<file path="src/rtl/fuzz_vec_harness.sv">
// fuzz_vec_harness
//   Stimulus/response harness for a fuzzed DUT. On start it drives NUM_VEC
//   generated vectors into the DUT (one per clock), folds every DUT response
//   into a 32-bit MISR signature and reports done plus pass/fail against a
//   golden signature.
//
// Parameters
//   IN_W     DUT input bus width (>= 32)
//   OUT_W    DUT output bus width (>= 1)
//   NUM_VEC  vectors per run (1..65535)
//   DUT_LAT  DUT latency from stim to resp in clocks (0..15)
//
// Ports
//   clk, rst            clock (rising edge), asynchronous active-high reset
//   start, abort        begin a run (IDLE only) / synchronous cancel
//   mode, seed, preload generator setup, captured at start
//   golden              expected signature, compared when the run ends
//   resp                DUT output bus
//   stim, stim_valid    registered DUT input vector and its live flag
//   busy, done          run in progress / one-cycle end-of-run pulse
//   sig, pass           MISR value / registered signature match
module fuzz_vec_harness #(
  parameter int IN_W    = 79,
  parameter int OUT_W   = 646,
  parameter int NUM_VEC = 21,
  parameter int DUT_LAT = 0
) (
  input  logic             clk,
  input  logic             rst,
  input  logic             start,
  input  logic             abort,
  input  logic [1:0]       mode,
  input  logic [31:0]      seed,
  input  logic [IN_W-1:0]  preload,
  input  logic [31:0]      golden,
  input  logic [OUT_W-1:0] resp,
  output logic [IN_W-1:0]  stim,
  output logic             stim_valid,
  output logic             busy,
  output logic             done,
  output logic [31:0]      sig,
  output logic             pass
);

  localparam int          NCH        = (OUT_W + 31) / 32;
  localparam logic [15:0] NV         = 16'(NUM_VEC);
  localparam logic [31:0] LFSR_TAPS  = 32'h80200003;
  localparam logic [31:0] MISR_POLY  = 32'h04C11DB7;

  typedef enum logic [1:0] {S_IDLE, S_RUN, S_DRAIN, S_DONE} state_t;

  function automatic logic [31:0] lfsr_step(input logic [31:0] l);
    return (l >> 1) ^ (l[0] ? LFSR_TAPS : 32'h0);
  endfunction

  // XOR of all 32-bit chunks of the response, top chunk zero-padded.
  function automatic logic [31:0] fold_resp(input logic [OUT_W-1:0] r);
    logic [NCH*32-1:0] pad;
    logic [31:0]       acc;
    pad            = '0;
    pad[OUT_W-1:0] = r;
    acc            = '0;
    for (int i = 0; i < NCH; i++) acc ^= pad[i*32 +: 32];
    return acc;
  endfunction

  function automatic logic [31:0] misr_step(input logic [31:0] m, input logic [31:0] f);
    return {m[30:0], 1'b0} ^ (m[31] ? MISR_POLY : 32'h0) ^ f;
  endfunction

  // Successor of the current vector. Walking-one is a rotate, so it wraps
  // back to bit 0 after IN_W vectors; modes 0 and 3 shift in the LFSR word.
  function automatic logic [IN_W-1:0] next_vec(input logic [1:0]      m,
                                               input logic [IN_W-1:0] cur,
                                               input logic [31:0]     l,
                                               input logic [IN_W-1:0] pl);
    case (m)
      2'd1:    next_vec = {cur[IN_W-2:0], cur[IN_W-1]};
      2'd2:    next_vec = pl;
      default: next_vec = (cur << 32) | IN_W'(l);
    endcase
  endfunction

  state_t            state_q, state_d;
  logic [1:0]        mode_q, mode_d;
  logic [IN_W-1:0]   preload_q, preload_d;
  logic [IN_W-1:0]   stim_q, stim_d;
  logic [31:0]       lfsr_q, lfsr_d;
  logic [31:0]       misr_q, misr_d;
  logic              stim_valid_q, stim_valid_d;
  logic              pass_q, pass_d;
  logic [15:0]       vec_cnt_q, vec_cnt_d;
  logic [15:0]       cap_cnt_q, cap_cnt_d;
  logic              start_go;
  logic              cap_valid;
  logic [31:0]       seed_eff;
  logic [IN_W-1:0]   vec0;

  // abort beats a simultaneous start in IDLE
  assign start_go = (state_q == S_IDLE) && start && !abort;
  // an all-zero LFSR would lock up
  assign seed_eff = (seed == 32'h0) ? 32'h1 : seed;

  always_comb begin
    case (mode)
      2'd1:    vec0 = {{(IN_W-1){1'b0}}, 1'b1};
      2'd2:    vec0 = preload;
      default: vec0 = IN_W'(seed_eff);
    endcase
  end

  // cap_valid is stim_valid delayed to line up with the DUT response.
  generate
    if (DUT_LAT == 0) begin : g_no_dly
      assign cap_valid = stim_valid_q;
    end else begin : g_dly
      logic [DUT_LAT-1:0] dly_q, dly_d;
      always_comb begin
        dly_d = (dly_q << 1) | DUT_LAT'(stim_valid_q);
        if (abort || start_go) dly_d = '0;
      end
      always_ff @(posedge clk or posedge rst) begin
        if (rst) dly_q <= '0;
        else     dly_q <= dly_d;
      end
      assign cap_valid = dly_q[DUT_LAT-1];
    end
  endgenerate

  always_comb begin
    state_d      = state_q;
    mode_d       = mode_q;
    preload_d    = preload_q;
    lfsr_d       = lfsr_q;
    stim_d       = stim_q;
    stim_valid_d = stim_valid_q;
    vec_cnt_d    = vec_cnt_q;
    cap_cnt_d    = cap_cnt_q;
    misr_d       = misr_q;
    pass_d       = pass_q;

    if (cap_valid) begin
      misr_d    = misr_step(misr_q, fold_resp(resp));
      cap_cnt_d = cap_cnt_q + 16'd1;
    end

    case (state_q)
      S_IDLE: begin
        if (start_go) begin
          state_d      = S_RUN;
          mode_d       = mode;
          preload_d    = preload;
          stim_d       = vec0;
          lfsr_d       = lfsr_step(seed_eff);
          stim_valid_d = 1'b1;
          vec_cnt_d    = 16'd1;
          misr_d       = '0;
          cap_cnt_d    = '0;
          pass_d       = 1'b0;
        end
      end
      S_RUN, S_DRAIN: begin
        // every response folded: the signature is final here
        if (cap_cnt_q == NV) begin
          state_d      = S_DONE;
          stim_valid_d = 1'b0;
          pass_d       = (misr_q == golden);
        end else if (state_q == S_RUN) begin
          if (vec_cnt_q < NV) begin
            stim_d    = next_vec(mode_q, stim_q, lfsr_q, preload_q);
            lfsr_d    = lfsr_step(lfsr_q);
            vec_cnt_d = vec_cnt_q + 16'd1;
          end else begin
            stim_valid_d = 1'b0;
            state_d      = S_DRAIN;
          end
        end
      end
      S_DONE:  state_d = S_IDLE;
      default: state_d = S_IDLE;
    endcase

    if (abort) begin
      state_d      = S_IDLE;
      stim_valid_d = 1'b0;
      pass_d       = 1'b0;
      misr_d       = misr_q;
      cap_cnt_d    = cap_cnt_q;
    end
  end

  always_ff @(posedge clk or posedge rst) begin
    if (rst) begin
      state_q      <= S_IDLE;
      mode_q       <= '0;
      preload_q    <= '0;
      lfsr_q       <= '0;
      stim_q       <= '0;
      stim_valid_q <= 1'b0;
      vec_cnt_q    <= '0;
      cap_cnt_q    <= '0;
      misr_q       <= '0;
      pass_q       <= 1'b0;
    end else begin
      state_q      <= state_d;
      mode_q       <= mode_d;
      preload_q    <= preload_d;
      lfsr_q       <= lfsr_d;
      stim_q       <= stim_d;
      stim_valid_q <= stim_valid_d;
      vec_cnt_q    <= vec_cnt_d;
      cap_cnt_q    <= cap_cnt_d;
      misr_q       <= misr_d;
      pass_q       <= pass_d;
    end
  end

  // misr only moves while a run is live, so sig holds after DONE
  assign stim       = stim_q;
  assign stim_valid = stim_valid_q;
  assign busy       = (state_q != S_IDLE);
  assign done       = (state_q == S_DONE);
  assign sig        = misr_q;
  assign pass       = pass_q;

endmodule

</file>
<file path="config.mk">
export PLATFORM = sky130hd
export DESIGN_NAME = fuzz_vec_harness
export DESIGN_NICKNAME = d
export VERILOG_FILES = /design/src/rtl/fuzz_vec_harness.sv
export SDC_FILE = /design/constraint.sdc
export NUM_CORES = 1
export LEC_CHECK = 0
export ABC_AREA = 1
export BUFFER_PORTS_ARGS = -buffer_cell sky130_fd_sc_hd__clkbuf_2
export CAP_MARGIN = 20
export CORE_AREA = 2 2 354 356
export CTS_CLUSTER_DIAMETER = 40
export DETAILED_ROUTE_END_ITERATION = 12
export DIE_AREA = 0 0 356 358
export GPL_TIMING_DRIVEN = 0
export PLACE_DENSITY_LB_ADDON = 0.15
export RECOVER_POWER = 100
export SKIP_CTS_REPAIR_TIMING = 1
export SKIP_LAST_GASP = 1
export SYNTH_ARGS = -nofsm -noshare
export SYNTH_HDL_FRONTEND = slang
export SYNTH_SLANG_ARGS = --single-unit
</file>
<file path="constraint.sdc">
create_clock -name clk -period 7.12 [get_ports clk]
set_clock_uncertainty 0.15 [all_clocks]
set_input_delay 0 -clock clk [delete_from_list [all_inputs] [get_ports clk]]
set_output_delay 0 -clock clk [all_outputs]
set_load 0.005 [all_outputs]
</file>
==> results.ini, run 1 <==
[cells_and_area]
multi_input_area_sq_mm = 0.0150
layout.cells.most_common = nand2_1
fin_util_pct = 29.1
syn2layout_area_growth_pct = 42.1
nets = 6373
nFillCells = 14100
layout.cells.non_filler = 7276
ff_latch_area_sq_mm = 0.00651
layout-drive-gt1-share_pct = 17.0
final_cell_mix = 1664 x nand2_1, 859 x inv_1, 805 x clkbuf_2

[logic_synthesis]
synthAdderAreaFrac_pct = 0.594
synth_compound_area_share_pct = 13.1
yosys_register_bits = 260
synth_simple_gate_area_share_pct = 36.7
ys_types = 34
synthCells = 4429
synthMuxAreaShare_pct = 0
synth_area_leaders = dfrtp_1 26%, nand2_1 25%, inv_1 13%
yosysTopAreaCellShare_pct = 25.8
synth_top_cell_by_area = dfrtp_1
synthesis.nets = 5236
syn_area_per_cell_sq_um = 5.70
synth_xor_area_share_pct = 8.94
synth_top_family_by_area = simple AND/OR/NAND/NOR gates
yosysWarnings = 0
yosysSeqAreaShare_pct = 25.8
syn_area_sq_mm = 0.0253

[detailed_routing]
drc = 0
vias_per_cell = 4.25
wire_per_inst_um = 19.2
first_iter_violations = 1787
via_count = 30900
first_pass_iters = 6
ant_nets = 0
drt-total-wl_um = 140000

[floorplan]
start_util_pct = 20.5
row_count = 129
num_io_pins = 910
core_area_sq_mm = 0.123
dieArea_sq_mm = 0.127
die_x_um = 356
die_y_um = 358

[timing]
slew_violations = 204
finalSetupViolations = 0
period_needed_ps = 5030
final_hold_viol_count = 25
fin_ws_ps = 2090
totalNegativeSetupSlack_ps = 0
worstMarginPinSlew_ps = 2140
slew_headroom_pct = -42.6
rsz0062_at_grt = false
max_freq_mhz = 199
fin_hold_ws_ps = -102
post-route-period-util_pct = 70.6

[clocking]
clock_latency_ps = 620
cts_tree = done
cts_made_buffers = 78
cts_htree_levels = 3
cts_sinks = 260
cts_buffer_depth = 3
clkSlewWorstSetupHoldPaths_ps = 40
cts_root_buf = clkbuf_16

[worst_setup_path]
worst-r2r-setup-slack_ps = 2090
cp-start-kind = register
cp_max_fo = 10
end_kind = register
criticalPathCategory = reg2reg
cp.required_ps = 7510
arrival_ps = 5420

[placed_design]
port_buffers = 909
dp_hpwl_um = 119000
gp_congestion = 0.916
pre_cts_slack_ps = 3490
dpl.cell_count = 6985

[job]
maxCapViolCount = 6

[run_status]
violations = negative hold slack, max-capacitance violations, max-slew violations
status = finished with violations

[grt]
grt_overflow = 0
antenna_found_initial = 41
grt_pass1_vias = 29200
grt_max_degree = 38
grt_first_pass_wirelength_um = 196000
grt_usage_pct = 21.1

[pwr]
static-leakage-power_uw = 0.0206
peakVddDrop_mv = 0.199
powerDensity_mw_per_mm2 = 352

[min_path]
hold_class = in2reg

==> Yosys cell counts (all sizes together) <==
cell type,n
nand2,1664
inv,861
o21ai,358
nand3,268
dfrtp,260
nor2,246
xor2,130
a21oi,128
xnor2,128
clkbuf,97
o22ai,67
nand3b,44
o211ai,43
buf,33
nand4,31
nor3,19
ha,12
or2,12
nor4,6
a211oi,5
a221oi,4
clkinv,4
o21a,3
a22o,2
a22oi,1
a31oi,1
and3,1
nor3b,1
==> area by class of cell <==
cell class                      instances  share of cell area, %
Timing Repair Buffer                 1057                   16.3
Inverter                              865                   9.05
Clock buffer                          107                   6.16
Sequential cell                       260                   18.1
Tap cell                             1637                   5.71
Antenna cell                           11                 0.0767
Multi-Input combinational cell       3174                   41.7
Clock inverter                         35                   1.46
Buffer                                130                   1.39
==> cell families after synthesis <==
logic type	count (synthesis)
compound gates	612
xor+xnor	258
fa+ha+maj	12
buf+inv	995
flops	260
simple gates	2292
==> critical path: stages (launching register included) <==
cell	delay, ps
dfrtp_1	400
inv_1	110
ha_1	220
nand2_1	110
nor2_1	690
inv_1	470
a22oi_1	250
nand2_1	90
nor2_1	920
clkbuf_1	610
clkbuf_1	660
nand2_1	140
o21ai_0	120
==> final timing paths <==
check                                                from                   endpoint  cells after the start
worst max-delay path               state_q[0]$_DFFE_PP0P_       stim[50]$_DFFE_PP0P_                     12
worst min-delay path                            resp[304]        sig[16]$_DFFE_PP0N_                      9
worst max register to register     state_q[0]$_DFFE_PP0P_       stim[50]$_DFFE_PP0P_                     12
max in group asynchronous                             rst       stim[13]$_DFFE_PP0P_                      5
worst min register to register  preload_q[28]$_DFFE_PP0P_  preload_q[28]$_DFFE_PP0P_                      2
min in group asynchronous                             rst     stim_valid$_DFFE_PP0P_                      3
==> where the power goes <==
part           total (uW)  switching (uW)  internal [uW]  leakage [uW]
sequential           2640             534           2110       0.00333
clock                3600            1140           2460       0.00133
combinational        6410            4450           1960        0.0160
total               12700            6130           6520        0.0206
==> registers in the layout (all words and copies together) (netlist names) <==
register	cells
pass	1
sig	32
cap_cnt_q	16
vec_cnt_q	16
stim	79
mode_q	2
lfsr_q	32
state_q	2
stim_valid	1
preload_q	79
==> metrics by stage <==
stage / power [uW] / instance area (sq um)
global route: 13700 / 35900
global placement: 9090 / 31900
detailed placement: 9140 / 32100
CTS: 12800 / 34800
floorplan: 6260 / 25300
finish: 12700 / 35900
==> metal layers <==
metal / vias to the layer above / global-route usage (%) / part of all wire (%)
li1: 15900 / - / -
met4: 22 / 4.87 / 2.4
met2: 972 / 36.6 / 47
met1: 13900 / 27.0 / 44
met5: - / 0 / 0.11
met3: 200 / 4.07 / 6.2
Note: power is estimated with default switching activity, not from simulation.
==> run 2: changes to the inputs <==
CORE_AREA = 2 2 357 359   (was 2 2 354 356)
DIE_AREA = 0 0 359 361   (was 0 0 356 358)
clock period = 4.63 ns   (was 7.12 ns; I/O delays follow)
==> run 2 against run 1 <==
  * The run still ends with negative hold slack, max-capacitance violations, max-slew violations left
  * Maximum frequency is 22% higher
  * Die area is 1.7% higher
  * First-iteration DRC count increased by 7.0%
  * Register-to-register slack lost 1600 ps
  * Non-clock buffer count is 23 higher
  * Via count is 0.30% higher
  * Critical path depth unchanged
  * Routed wire length up 0.26%
  * Global-route usage is 0.23 points lower
  * Sequential share of layout area fell by 0.077 points
  * Worst hold slack better by 11 ps
  * Final area up 0.43%
  * Largest power group unchanged
==> results.ini, run 2 (synthesized netlist as in run 1, its figures left out) <==
[run_status]
status = finished with violations
violations = negative hold slack, max-capacitance violations, max-slew violations

[floorplan]
start_util_pct = 20.1
row_count = 130
die_y_um = 361
num_io_pins = 910
dieArea_sq_mm = 0.130
die_x_um = 359
core_area_sq_mm = 0.125

[clocking]
clock_latency_ps = 630
cts_sinks = 260
clkSlewWorstSetupHoldPaths_ps = 50
cts_root_buf = clkbuf_16
cts_buffer_depth = 3
cts_tree = done
cts_made_buffers = 72
cts_htree_levels = 3

[timing]
slew_headroom_pct = -35.0
worstMarginPinSlew_ps = 2030
rsz0062_at_grt = false
post-route-period-util_pct = 89.1
finalSetupViolations = 0
final_hold_viol_count = 15
fin_hold_ws_ps = -90.8
max_freq_mhz = 242
slew_violations = 126
period_needed_ps = 4130

[placed_design]
dpl_cell_area_sq_mm = 0.0321
dp_hpwl_um = 120000
gp_congestion = 0.913
port_buffers = 909

[worst_setup_path]
criticalPathCategory = reg2reg
arrival_ps = 4470
worst-r2r-setup-slack_ps = 500
end_kind = register
reg2regPathDepth = 12
r2r_start = state_q[0]$_DFFE_PP0P_
cp_max_fo = 10
cp.required_ps = 4980
cp-start-kind = register
r2r_end = vec_cnt_q[3]$_DFFE_PP0P_

[detailed_routing]
first_iter_violations = 1912
via_count = 31000
first_pass_iters = 7
vias_per_cell = 4.25
wire_per_inst_um = 19.2
drt-total-wl_um = 140000
ant_nets = 0
drc = 0

[pwr]
static-leakage-power_uw = 0.0207
powerDensity_mw_per_mm2 = 537
peakVddDrop_mv = 0.265

[grt]
grt_pass1_vias = 29200
grt_first_pass_wirelength_um = 198000
grt_max_degree = 39
grt_usage_pct = 20.9
grt_overflow = 0
antenna_found_initial = 45

[cells_and_area]
layout-drive-gt1-share_pct = 17.4
syn2layout_area_growth_pct = 42.7
nets = 6390
finalInstanceArea_sq_mm = 0.0360
final_cell_mix = 1664 x nand2_1, 859 x inv_1, 827 x clkbuf_2
fin_util_pct = 28.7
layout.cells.most_common = nand2_1

[min_path]
hold_class = in2reg
holdPathStages = 9
worstHoldEndpoint = sig[9]$_DFFE_PP0N_
hp-start = resp[617]

[job]
maxCapViolCount = 4

==> run 2: changes by cell type in the layout (fill, tap and decap cells not counted), moves of 4 or more <==
cell           delta
diode_2           +5
clkinvlp_4        +4
clkinv_2          -4
dlygate4sd3_1    +21
clkbuf_2         +22
clkbuf_16         -6
buf_2             +7
clkbuf_1         -35
==> run 2: routing by layer <==
layer	GRT usage [%]	vias up	wire length [um]	part of all wire (%)
met5	0	-	155	0.11
met4	5.53	26	3790	2.7
met3	4.68	190	8920	6.4
met2	36.1	966	66500	48
met1	26.1	13900	60600	43
li1	-	15900	-	-
==> run 2: cell type report <==
type,instances,area (sq um)
antenna,16,40.0
buffer,130,518
clock buffer,92,2000
clock inverter,39,593
fill,14300,89400
inverter,865,3250
multi-input combinational,3174,15000
sequential,260,6510
tap,1650,2060
timing repair buffer,1080,6110
==> run 2: worst max-delay path by stage <==
stage	start	end	slack (ps)	cells past startpoint
2_1_floorplan	rst	cap_cnt_q[0]$_DFFE_PP0N_	1050	1
3_3_place_gp	rst	sig[22]$_DFFE_PP0N_	-1400	2
3_5_place_dp	sig[31]$_DFFE_PP0N_	sig[0]$_DFFE_PP0N_	850	15
4_1_cts	sig[31]$_DFFE_PP0N_	sig[0]$_DFFE_PP0N_	850	15
5_1_grt	state_q[0]$_DFFE_PP0P_	stim[54]$_DFFE_PP0P_	110	12
6_report	state_q[0]$_DFFE_PP0P_	vec_cnt_q[3]$_DFFE_PP0P_	500	12
==> run 2: where the power goes <==
part           total, uW  switching (uW)  internal [uW]  leakage (uW)
Clock               5270            1700           3580       0.00125
Combinational      10000            6900           3110        0.0161
Sequential          4070             828           3240       0.00333
Total              19300            9420           9920        0.0207
==> run 2: per-stage QoR <==
step | cells | power (uW) | hold WS (ps) | worst slack [ps] | TNS [ps]
2_1_floorplan | 4429 | 9620 | -33.4 | 1050 | 0
3_3_place_gp | 6988 | 14000 | 88.1 | -1400 | -352970
3_5_place_dp | 7000 | 14100 | -64.6 | 846 | 0
4_1_cts | 7131 | 19500 | -718 | 846 | 0
5_1_grt | 7299 | 21000 | 0.550 | 110 | 0
6_report | 7306 | 19300 | -90.8 | 504 | 0
==> run 2: critical path, cell delays in order (launching register included) <==
cell      delay [ps]
dfrtp_1          400
inv_1            110
ha_1             230
nand2_1          110
nor2_1           630
inv_1            480
a22oi_1          260
nand2_1          100
nor2_2           630
buf_4            340
clkbuf_2         360
nand4_1          120
o21ai_0          120
